[src/rtl/vc_arb_pkg.sv]
// Shared types and constants for the VC pop arbiter.
package vc_arb_pkg;

  localparam int unsigned THR_W = 4;

  // Threshold values held in the output registers while reset is applied
  localparam logic [THR_W-1:0] AF_RST = 4'hF;
  localparam logic [THR_W-1:0] AE_RST = 4'h0;

  typedef enum logic [2:0] {
    ST_RESET  = 3'd0,
    ST_INIT   = 3'd1,
    ST_IDLE   = 3'd2,
    ST_ACTIVE = 3'd3,
    ST_ERROR  = 3'd4
  } arb_state_t;

  // Next arbiter state; a FIFO error pre-empts everything except leaving RESET
  function automatic arb_state_t next_state(input arb_state_t cur,
                                            input logic init,
                                            input logic err,
                                            input logic any_data);
    arb_state_t nxt;
    nxt = cur;
    if (cur == ST_RESET) begin
      nxt = ST_INIT;
    end else if (err) begin
      nxt = ST_ERROR;
    end else begin
      case (cur)
        ST_INIT:   nxt = init ? ST_INIT : ST_IDLE;
        ST_IDLE: begin
          if (init)          nxt = ST_INIT;
          else if (any_data) nxt = ST_ACTIVE;
        end
        ST_ACTIVE: begin
          // both FIFOs empty implies no pop can be in progress this cycle
          if (init)           nxt = ST_INIT;
          else if (!any_data) nxt = ST_IDLE;
        end
        default:   nxt = ST_ERROR;
      endcase
    end
    return nxt;
  endfunction

endpackage

[src/rtl/vc_burst_counter.sv]
// Counts consecutive VC0 grants and forces one VC1 slot after BURST_MAX of them.
module vc_burst_counter #(
  parameter int unsigned BURST_MAX = 4
) (
  input  logic clk,
  input  logic reset,
  input  logic empty_vc0,
  input  logic empty_vc1,
  input  logic grant_vc0,
  input  logic grant_vc1,
  output logic force_vc1_c
);

  localparam int unsigned CNT_W = $clog2(BURST_MAX + 1);

  logic [CNT_W-1:0] cnt;

  // Force VC1 only when it actually has a word to give
  assign force_vc1_c = (cnt == CNT_W'(BURST_MAX)) && !empty_vc1;

  // Saturating run counter; cleared when VC1 is served or VC0 has drained
  always_ff @(posedge clk) begin
    if (reset) begin
      cnt <= '0;
    end else if (grant_vc1 || empty_vc0) begin
      cnt <= '0;
    end else if (grant_vc0 && (cnt != CNT_W'(BURST_MAX))) begin
      cnt <= cnt + CNT_W'(1);
    end
  end

endmodule

[src/rtl/vc_pop_arbiter.sv]
// Pop arbiter for the VC0/VC1 FIFO pair feeding the VC-to-D mux.
// Define ARB_FAIRNESS_EN to compile in the BURST_MAX fairness window;
// without it VC0 has strict priority over VC1.
module vc_pop_arbiter
  import vc_arb_pkg::*;
#(
  parameter int unsigned DATA_SIZE = 6,
  parameter int unsigned THR_W     = 4,
  parameter int unsigned BURST_MAX = 4
) (
  input  logic             clk,
  input  logic             reset,
  input  logic             init,
  input  logic [THR_W-1:0] afVC_in,
  input  logic [THR_W-1:0] aeVC_in,
  input  logic             fifo_empty_vc0,
  input  logic             fifo_empty_vc1,
  input  logic             fifo_error_vc0,
  input  logic             fifo_error_vc1,
  input  logic             pause_d0,
  input  logic             pause_d1,
  output logic [THR_W-1:0] afVC_o,
  output logic [THR_W-1:0] aeVC_o,
  output logic             pop_vc0,
  output logic             pop_vc1,
  output logic             sel_mux,
  output logic             valid_out,
  output logic             active_out,
  output logic             idle_out,
  output logic             error_out
);

  arb_state_t state;
  arb_state_t nxt_c;
  logic       err_c;
  logic       stall_c;
  logic       any_data_c;
  logic       pop_ok_c;
  logic       force_vc1_c;

  // DATA_SIZE only documents the FIFO word width; BURST_MAX is idle in the strict build
  logic unused_params;
  assign unused_params = |(32'(DATA_SIZE) ^ 32'(BURST_MAX));

  assign err_c      = fifo_error_vc0 | fifo_error_vc1;
  assign stall_c    = pause_d0 | pause_d1;
  assign any_data_c = !fifo_empty_vc0 || !fifo_empty_vc1;
  assign nxt_c      = next_state(state, init, err_c, any_data_c);

  // Pops only in a settled ACTIVE cycle: not leaving for INIT/ERROR, no downstream pause
  assign pop_ok_c = !reset && (state == ST_ACTIVE) && !err_c && !init && !stall_c;

`ifdef ARB_FAIRNESS_EN
  vc_burst_counter #(
    .BURST_MAX (BURST_MAX)
  ) u_burst (
    .clk         (clk),
    .reset       (reset),
    .empty_vc0   (fifo_empty_vc0),
    .empty_vc1   (fifo_empty_vc1),
    .grant_vc0   (pop_vc0),
    .grant_vc1   (pop_vc1),
    .force_vc1_c (force_vc1_c)
  );
`else
  assign force_vc1_c = 1'b0;
`endif

  // Zero-cycle grant: VC0 first unless the fairness window hands the slot to VC1
  assign pop_vc0 = pop_ok_c && !fifo_empty_vc0 && !force_vc1_c;
  assign pop_vc1 = pop_ok_c && !fifo_empty_vc1 && (fifo_empty_vc0 || force_vc1_c);

  // State register, thresholds, state indicators and read-data alignment
  always_ff @(posedge clk) begin
    if (reset) begin
      state      <= ST_RESET;
      afVC_o     <= THR_W'(AF_RST);
      aeVC_o     <= THR_W'(AE_RST);
      valid_out  <= 1'b0;
      sel_mux    <= 1'b0;
      active_out <= 1'b0;
      idle_out   <= 1'b0;
      error_out  <= 1'b0;
    end else begin
      state      <= nxt_c;
      active_out <= (nxt_c == ST_ACTIVE);
      idle_out   <= (nxt_c == ST_IDLE);
      error_out  <= (nxt_c == ST_ERROR);
      if ((state == ST_INIT) && init) begin
        afVC_o <= afVC_in;
        aeVC_o <= aeVC_in;
      end
      // RAM read latency is one cycle, so the mux follows the pop by one clock
      valid_out <= pop_vc0 | pop_vc1;
      if (pop_vc0 | pop_vc1) begin
        sel_mux <= pop_vc1;
      end
    end
  end

endmodule

[config.mk]
export PLATFORM = sky130hd
export DESIGN_NAME = vc_pop_arbiter
export DESIGN_NICKNAME = d
export VERILOG_FILES = /design/src/rtl/vc_arb_pkg.sv /design/src/rtl/vc_burst_counter.sv /design/src/rtl/vc_pop_arbiter.sv
export SDC_FILE = /design/constraint.sdc
export NUM_CORES = 1
export LEC_CHECK = 0
export ABC_AREA = 1
export CAP_MARGIN = 10
export CORE_MARGIN = 2
export CORE_UTILIZATION = 38
export DETAILED_ROUTE_END_ITERATION = 8
export PLACE_DENSITY = 0.85
export SLEW_MARGIN = 5
export SYNTH_ARGS = -nofsm -noshare
export SYNTH_HDL_FRONTEND = slang
export SYNTH_HIERARCHICAL = 1
export SYNTH_SLANG_ARGS = --single-unit
export TNS_END_PERCENT = 30
[constraint.sdc]
create_clock -name clk -period 1.15 [get_ports clk]
set_input_delay 0.115 -clock clk [delete_from_list [all_inputs] [get_ports clk]]
set_output_delay 0.115 -clock clk [all_outputs]
set_load 0.005 [all_outputs]
# Word level (Yosys, flattened, before mapping)

Cells that the tools add are included.

Register bits: 16
Input port bits: 17
Output and inout port bits: 15
Word-level logic and storage cells: 41

Eq/ne operators: 6
Muxes and demuxes: 8
Bitwise gates (word level): 3
Reductions and logical operators: 16

Operators by type and width:

| operator                                      | number |
|---|---|
| 2-to-1 mux 3 bit                              | 6 |
| == test 3 x 2 -> 1 bit, second input constant | 4 |
| one-hot mux 3 bit (3 select lines)            | 1 |
| logical AND 1 bit                             | 8 |
| logical NOT 1 bit                             | 6 |
| == test 3 x 1 -> 1 bit, second input constant | 1 |
| == test 3 bit, second input constant          | 1 |
| logical NOT 3 bit                             | 1 |
| OR 1 bit                                      | 3 |
| 2-to-1 mux 2 bit                              | 1 |
| logical OR 1 bit                              | 1 |

# Depth between registers and ports, before layout

Gate-level depths: netlist (run 1).

Depth in word-level cells: 8
Mapped depth: 7
Mapped depth without buffers: 7

# Worst setup path before layout (run 1)

No wires, ideal clock.

Path kind: reg2out
From: register state[0]
To: output pop_vc1
Arrival: 852 ps
Required time: 1035 ps
Slack: 183 ps
Stages on the path, launching flop included: 5
Buffers on the path: 0
Cell sequence: dfxtp_1 -> inv_1 -> nor3_2 -> nand3b_2 -> nor3_2

Cells in the longest elaborated chain, start to end: 7

RTL lines:

| item                            | RTL line             | text |
|---|---|---|
| start: declaration              | vc_pop_arbiter.sv:33 | `arb_state_t state;` |
| start signal: assignment        | vc_pop_arbiter.sv:85 | `state <= nxt_c;` |
| == test 3 x 2 -> 1 bit          | vc_pop_arbiter.sv:51 | `assign pop_ok_c = !reset && (state == ST_ACTIVE) && !err_c && !init && !stall_c;` |
| logical AND 1 bit (4 in series) | vc_pop_arbiter.sv:51 |  |
| logical AND 1 bit (2 in series) | vc_pop_arbiter.sv:71 | `assign pop_vc1 = pop_ok_c && !fifo_empty_vc1 && (fifo_empty_vc0 \|\| force_vc1_c);` |
| end: declaration                | vc_pop_arbiter.sv:25 | `output logic pop_vc1,` |

No other way between the ends.

# Final worst setup path (run 1)

From: input reset
To: output pop_vc1

Cells in the longest elaborated chain, start to end: 7

RTL lines:

| item                            | RTL line             | text |
|---|---|---|
| start: declaration              | vc_pop_arbiter.sv:12 | `input logic reset,` |
| logical NOT 1 bit               | vc_pop_arbiter.sv:51 |  |
| logical AND 1 bit (4 in series) | vc_pop_arbiter.sv:51 |  |
| logical AND 1 bit (2 in series) | vc_pop_arbiter.sv:71 |  |

No other way between the ends.

==> results of run 1 <==
[power breakdown]
group	total (mW)	switching, mW	internal [mW]
sequential	0.621	0.0210	0.600
clock	0.359	0.166	0.193
combinational	0.338	0.170	0.168
total	1.32	0.357	0.961
[critical path, delay by kind of cell]
family | cells | cell delay, ps
buffers and inverters | 3 | 710
and+or+nand+nor | 4 | 450
[cells by family after synthesis]
family / count (synthesis) / synth area share
compound gates: 9 / 0.0796
buf+inv: 10 / 0.0718
flops: 16 / 0.497
simple gates: 48 / 0.351
[flip-flops by register name, summed over array words and instances (netlist names)]
name and flops:
idle_out 1, valid_out 1, error_out 1, sel_mux 1
afVC_o 4, state 3, active_out 1, aeVC_o 4
[per-layer routing]
metal / vias up / global-route usage
met3: 14 / 0.0400
met1: 360 / 0.203
met2: 36 / 0.360
met4: 0 / 0.100
met5: - / 0
li1: 367 / -
[cells in the final DEF, fill, tap and decap left out]
cell type and count:
sky130_fd_sc_hd__o211ai_1 1, sky130_fd_sc_hd__clkbuf_8 1, sky130_fd_sc_hd__o21ai_1 1, sky130_fd_sc_hd__buf_2 2, sky130_fd_sc_hd__buf_4 15, sky130_fd_sc_hd__clkdlybuf4s50_1 14
sky130_fd_sc_hd__nand3_4 2, sky130_fd_sc_hd__inv_1 6, sky130_fd_sc_hd__dlygate4sd2_1 15, sky130_fd_sc_hd__nor3_4 1, sky130_fd_sc_hd__dfxtp_2 7, sky130_fd_sc_hd__nor2_2 3
sky130_fd_sc_hd__clkbuf_4 3, sky130_fd_sc_hd__a21oi_2 3, sky130_fd_sc_hd__inv_4 1, sky130_fd_sc_hd__nor2_1 16, sky130_fd_sc_hd__nand3b_4 1, sky130_fd_sc_hd__inv_2 2
sky130_fd_sc_hd__o21ai_2 1, sky130_fd_sc_hd__nand2_2 3, sky130_fd_sc_hd__dfxtp_1 9, sky130_fd_sc_hd__nor2_4 1, sky130_fd_sc_hd__nand2_1 13, sky130_fd_sc_hd__nand3_1 7
sky130_fd_sc_hd__o21ai_0 3, sky130_fd_sc_hd__nor3_2 1, sky130_fd_sc_hd__nor3_1 1
[worst paths after layout]
check,startpoint,end,cells past startpoint
min reg2reg,afVC_o[0],afVC_o[0],2
max reg2reg,state[2],state[0],7
max,reset,pop_vc1,7
min,afVC_in[0],afVC_o[0],3
[final cells by class]
| type | instances | share of cell area |
|---|---|---|
| well taps | 16 | 0.0173 |
| inverters | 9 | 0.0314 |
| flip-flops and latches | 16 | 0.284 |
| multi-input cells | 58 | 0.295 |
| clock buffers | 4 | 0.0314 |
| repair buffers | 46 | 0.341 |
[repair_timing]
action / in CTS / in global routing
resized for setup: 33 / 13
endpoints found under the setup margin: 16 / 14
setup buffers: 1 / 1
pin swaps: 5 / 4
endpoints found under the hold margin: 0 / 0
cloned: 0 / 1
[through the flow]
step	power (mW)	util	std cells
5_1_grt	1.40	0.751	149
6_report	1.32	0.751	149
3_5_place_dp	0.933	0.688	142
4_1_cts	1.27	0.713	147
3_3_place_gp	0.922	0.688	142
2_1_floorplan	0.742	-	83
==> results.txt, run 1 <==
----------------------------------------------------
[STA]
  Number of max-slew violations in the final report ... 0
  Worst-case headroom to the max-slew limit ... 0.754
  Final worst path period share ... 1.22
  Final setup slack of the worst path ... -255 ps
  Clock period minus final worst setup slack ... 1400 ps
  Final hold viol count ... 0
  Setup repair after global routing missed its margin ... yes
  Worst-case hold slack ... 396 ps
  Worst clock skew on the final layout ... 12.2 ps
  Sum of negative setup slack ... -468 ps
  Highest clock frequency the design can meet ... 712 MHz
  Setup violation total in the final timing report ... 4
  Transition at the pin with the smallest max-transition slack ... 367 ps

[Logic synthesis]
  Synth top area cells ... sky130_fd_sc_hd__dfxtp_1, sky130_fd_sc_hd__nand2_1, sky130_fd_sc_hd__nor2_1, sky130_fd_sc_hd__nand3_1, sky130_fd_sc_hd__inv_1
  Leading register cell type out of synthesis ... sky130_fd_sc_hd__dfxtp_1
  Avg Synthesized Cell Area ... 7.76 um^2
  Synthesized net count ... 100
  Sequential fraction of the synthesis area ... 0.497
  Asr flop ratio synth ... 0
  Synthesized flop and latch total ... 16
  Synth top area share ... 0.497
  Cell variety after synth ... 16
  Post-synthesis cell count ... 83
  Cell types with the highest counts after synthesis ... sky130_fd_sc_hd__dfxtp_1, sky130_fd_sc_hd__nand2_1, sky130_fd_sc_hd__nor2_1
  Count of flip-flops with a built-in enable after synthesis ... 0
  Leading area contributor after synthesis ... sky130_fd_sc_hd__dfxtp_1
  Number of warnings reported in the yosys synthesis log ... 6
  Combined area of all synthesized cells ... 644 um^2

[Clock tree]
  Bufs on Longest Clock Path ... 2
  Total of hold buffers inserted after clock tree synthesis ... 0
  Clk Latency, worst-skew pair ... 290 ps
  CTS tree ... done
  Clock root buffer ... sky130_fd_sc_hd__clkbuf_4
  CTS Buf Count ... 3
  Clock sink total ... 16
  CTS HTree Levels ... 1
  Clock transition at path regs ... 80 ps

[Critical path]
  Delay contributed by the slowest stage of the critical path ... 470 ps
  Slack of the worst reg-to-reg path ... -10 ps
  Critical-path maximum fanout ... 3
  Type of destination of the critical path ... output pin
  Required time of the critical path ... 1030 ps
  Critical Path Start Type ... input pin
  Crit-path cells ... clkdlybuf4s50_1, nor2_2, nand2_1, inv_1, nand3b_4, nor3_2, buf_2
  Kind of critical path ... input pin to output pin
  Worst endpoint data arrival time ... 1290 ps
  Slowest stage cell on the critical path ... sky130_fd_sc_hd__clkdlybuf4s50_1

[Status]
  Run status ... finished, violations left
  Violated checks ... setup timing

[Min path]
  Worst min path class ... input pin to flip-flop

[Detailed routing]
  # DRC ... 0
  Post-route ant nets ... 0
  Uppermost signal routing layer after detailed routing ... met4
  Routed length on met2 ... 1120 um
  DRC violation total after the first TritonRoute iteration ... 19
  Routed wire per std cell ... 14.4 um
  Via count of the routed design ... 777
  DRT Wirelength ... 2150 um
  Total met3 wirelength after detailed routing ... 111 um
  Detailed-routing iteration count for the pre-antenna-repair pass ... 4
  Number of vias per cell ... 5.21
  Length of routed wiring on met1 ... 830 um

[Finish]
  Footprint of the flip-flops and latches ... 329 um^2
  Proportion of layout cells with a drive suffix above 1 ... 0.353
  Diode count ... 0
  Synthesis-to-finish area growth ... 79.6%
  Area of combinational cells with multiple inputs ... 342 um^2
  Final cell area excluding filler cells ... 1160 um^2
  Fill cells ... 102
  NumNets Final ... 151

[Global route]
  Pin count of the biggest net entering global routing ... 10
  Total congestion overflow ... 0
  Number of global-route vias before repair ... 682
  First-pass GRT wire length ... 2860 um
  Global routing usage summed across all routing layers ... 0.195
  Initial antenna violation count ... 0

[Die]
  Num rows ... 14
  Core area ... 1540 um^2
  Die footprint ... 2040 um^2
  Vertical die dimension ... 45.2 um
  Die extent in x ... 45.2 um
  Initial standard-cell utilization of the core ... 0.418
  Number of primary I/O pins ... 32

[Placed design]
  DPL Wire Length ... 1360 um
  Buffers added on ports ... 31
  Worst Setup Slack post-DPL ... -518 ps
  Final GP Congestion ... 0.807
  Placement Cell Area ... 1060 um^2

[Pwr]
  VDD IR-drop max ... 0.955 mV
  Power per standard cell area ... 1140 nW/um^2
  Leakage Power ... 0.566 nW

[Job]
  Max-cap violations ... 0

----------------------------------------------------
(Power assumes the default switching activity.)
==> run 2: changes to the inputs <==
Settings changed: SYNTH_HIERARCHICAL 1 to not set.
==> results of run 2 <==
No change in the layout: final DEF, timing and power equal those of run 1.
Main changes from that run: Yosys warning count 6 -> 0
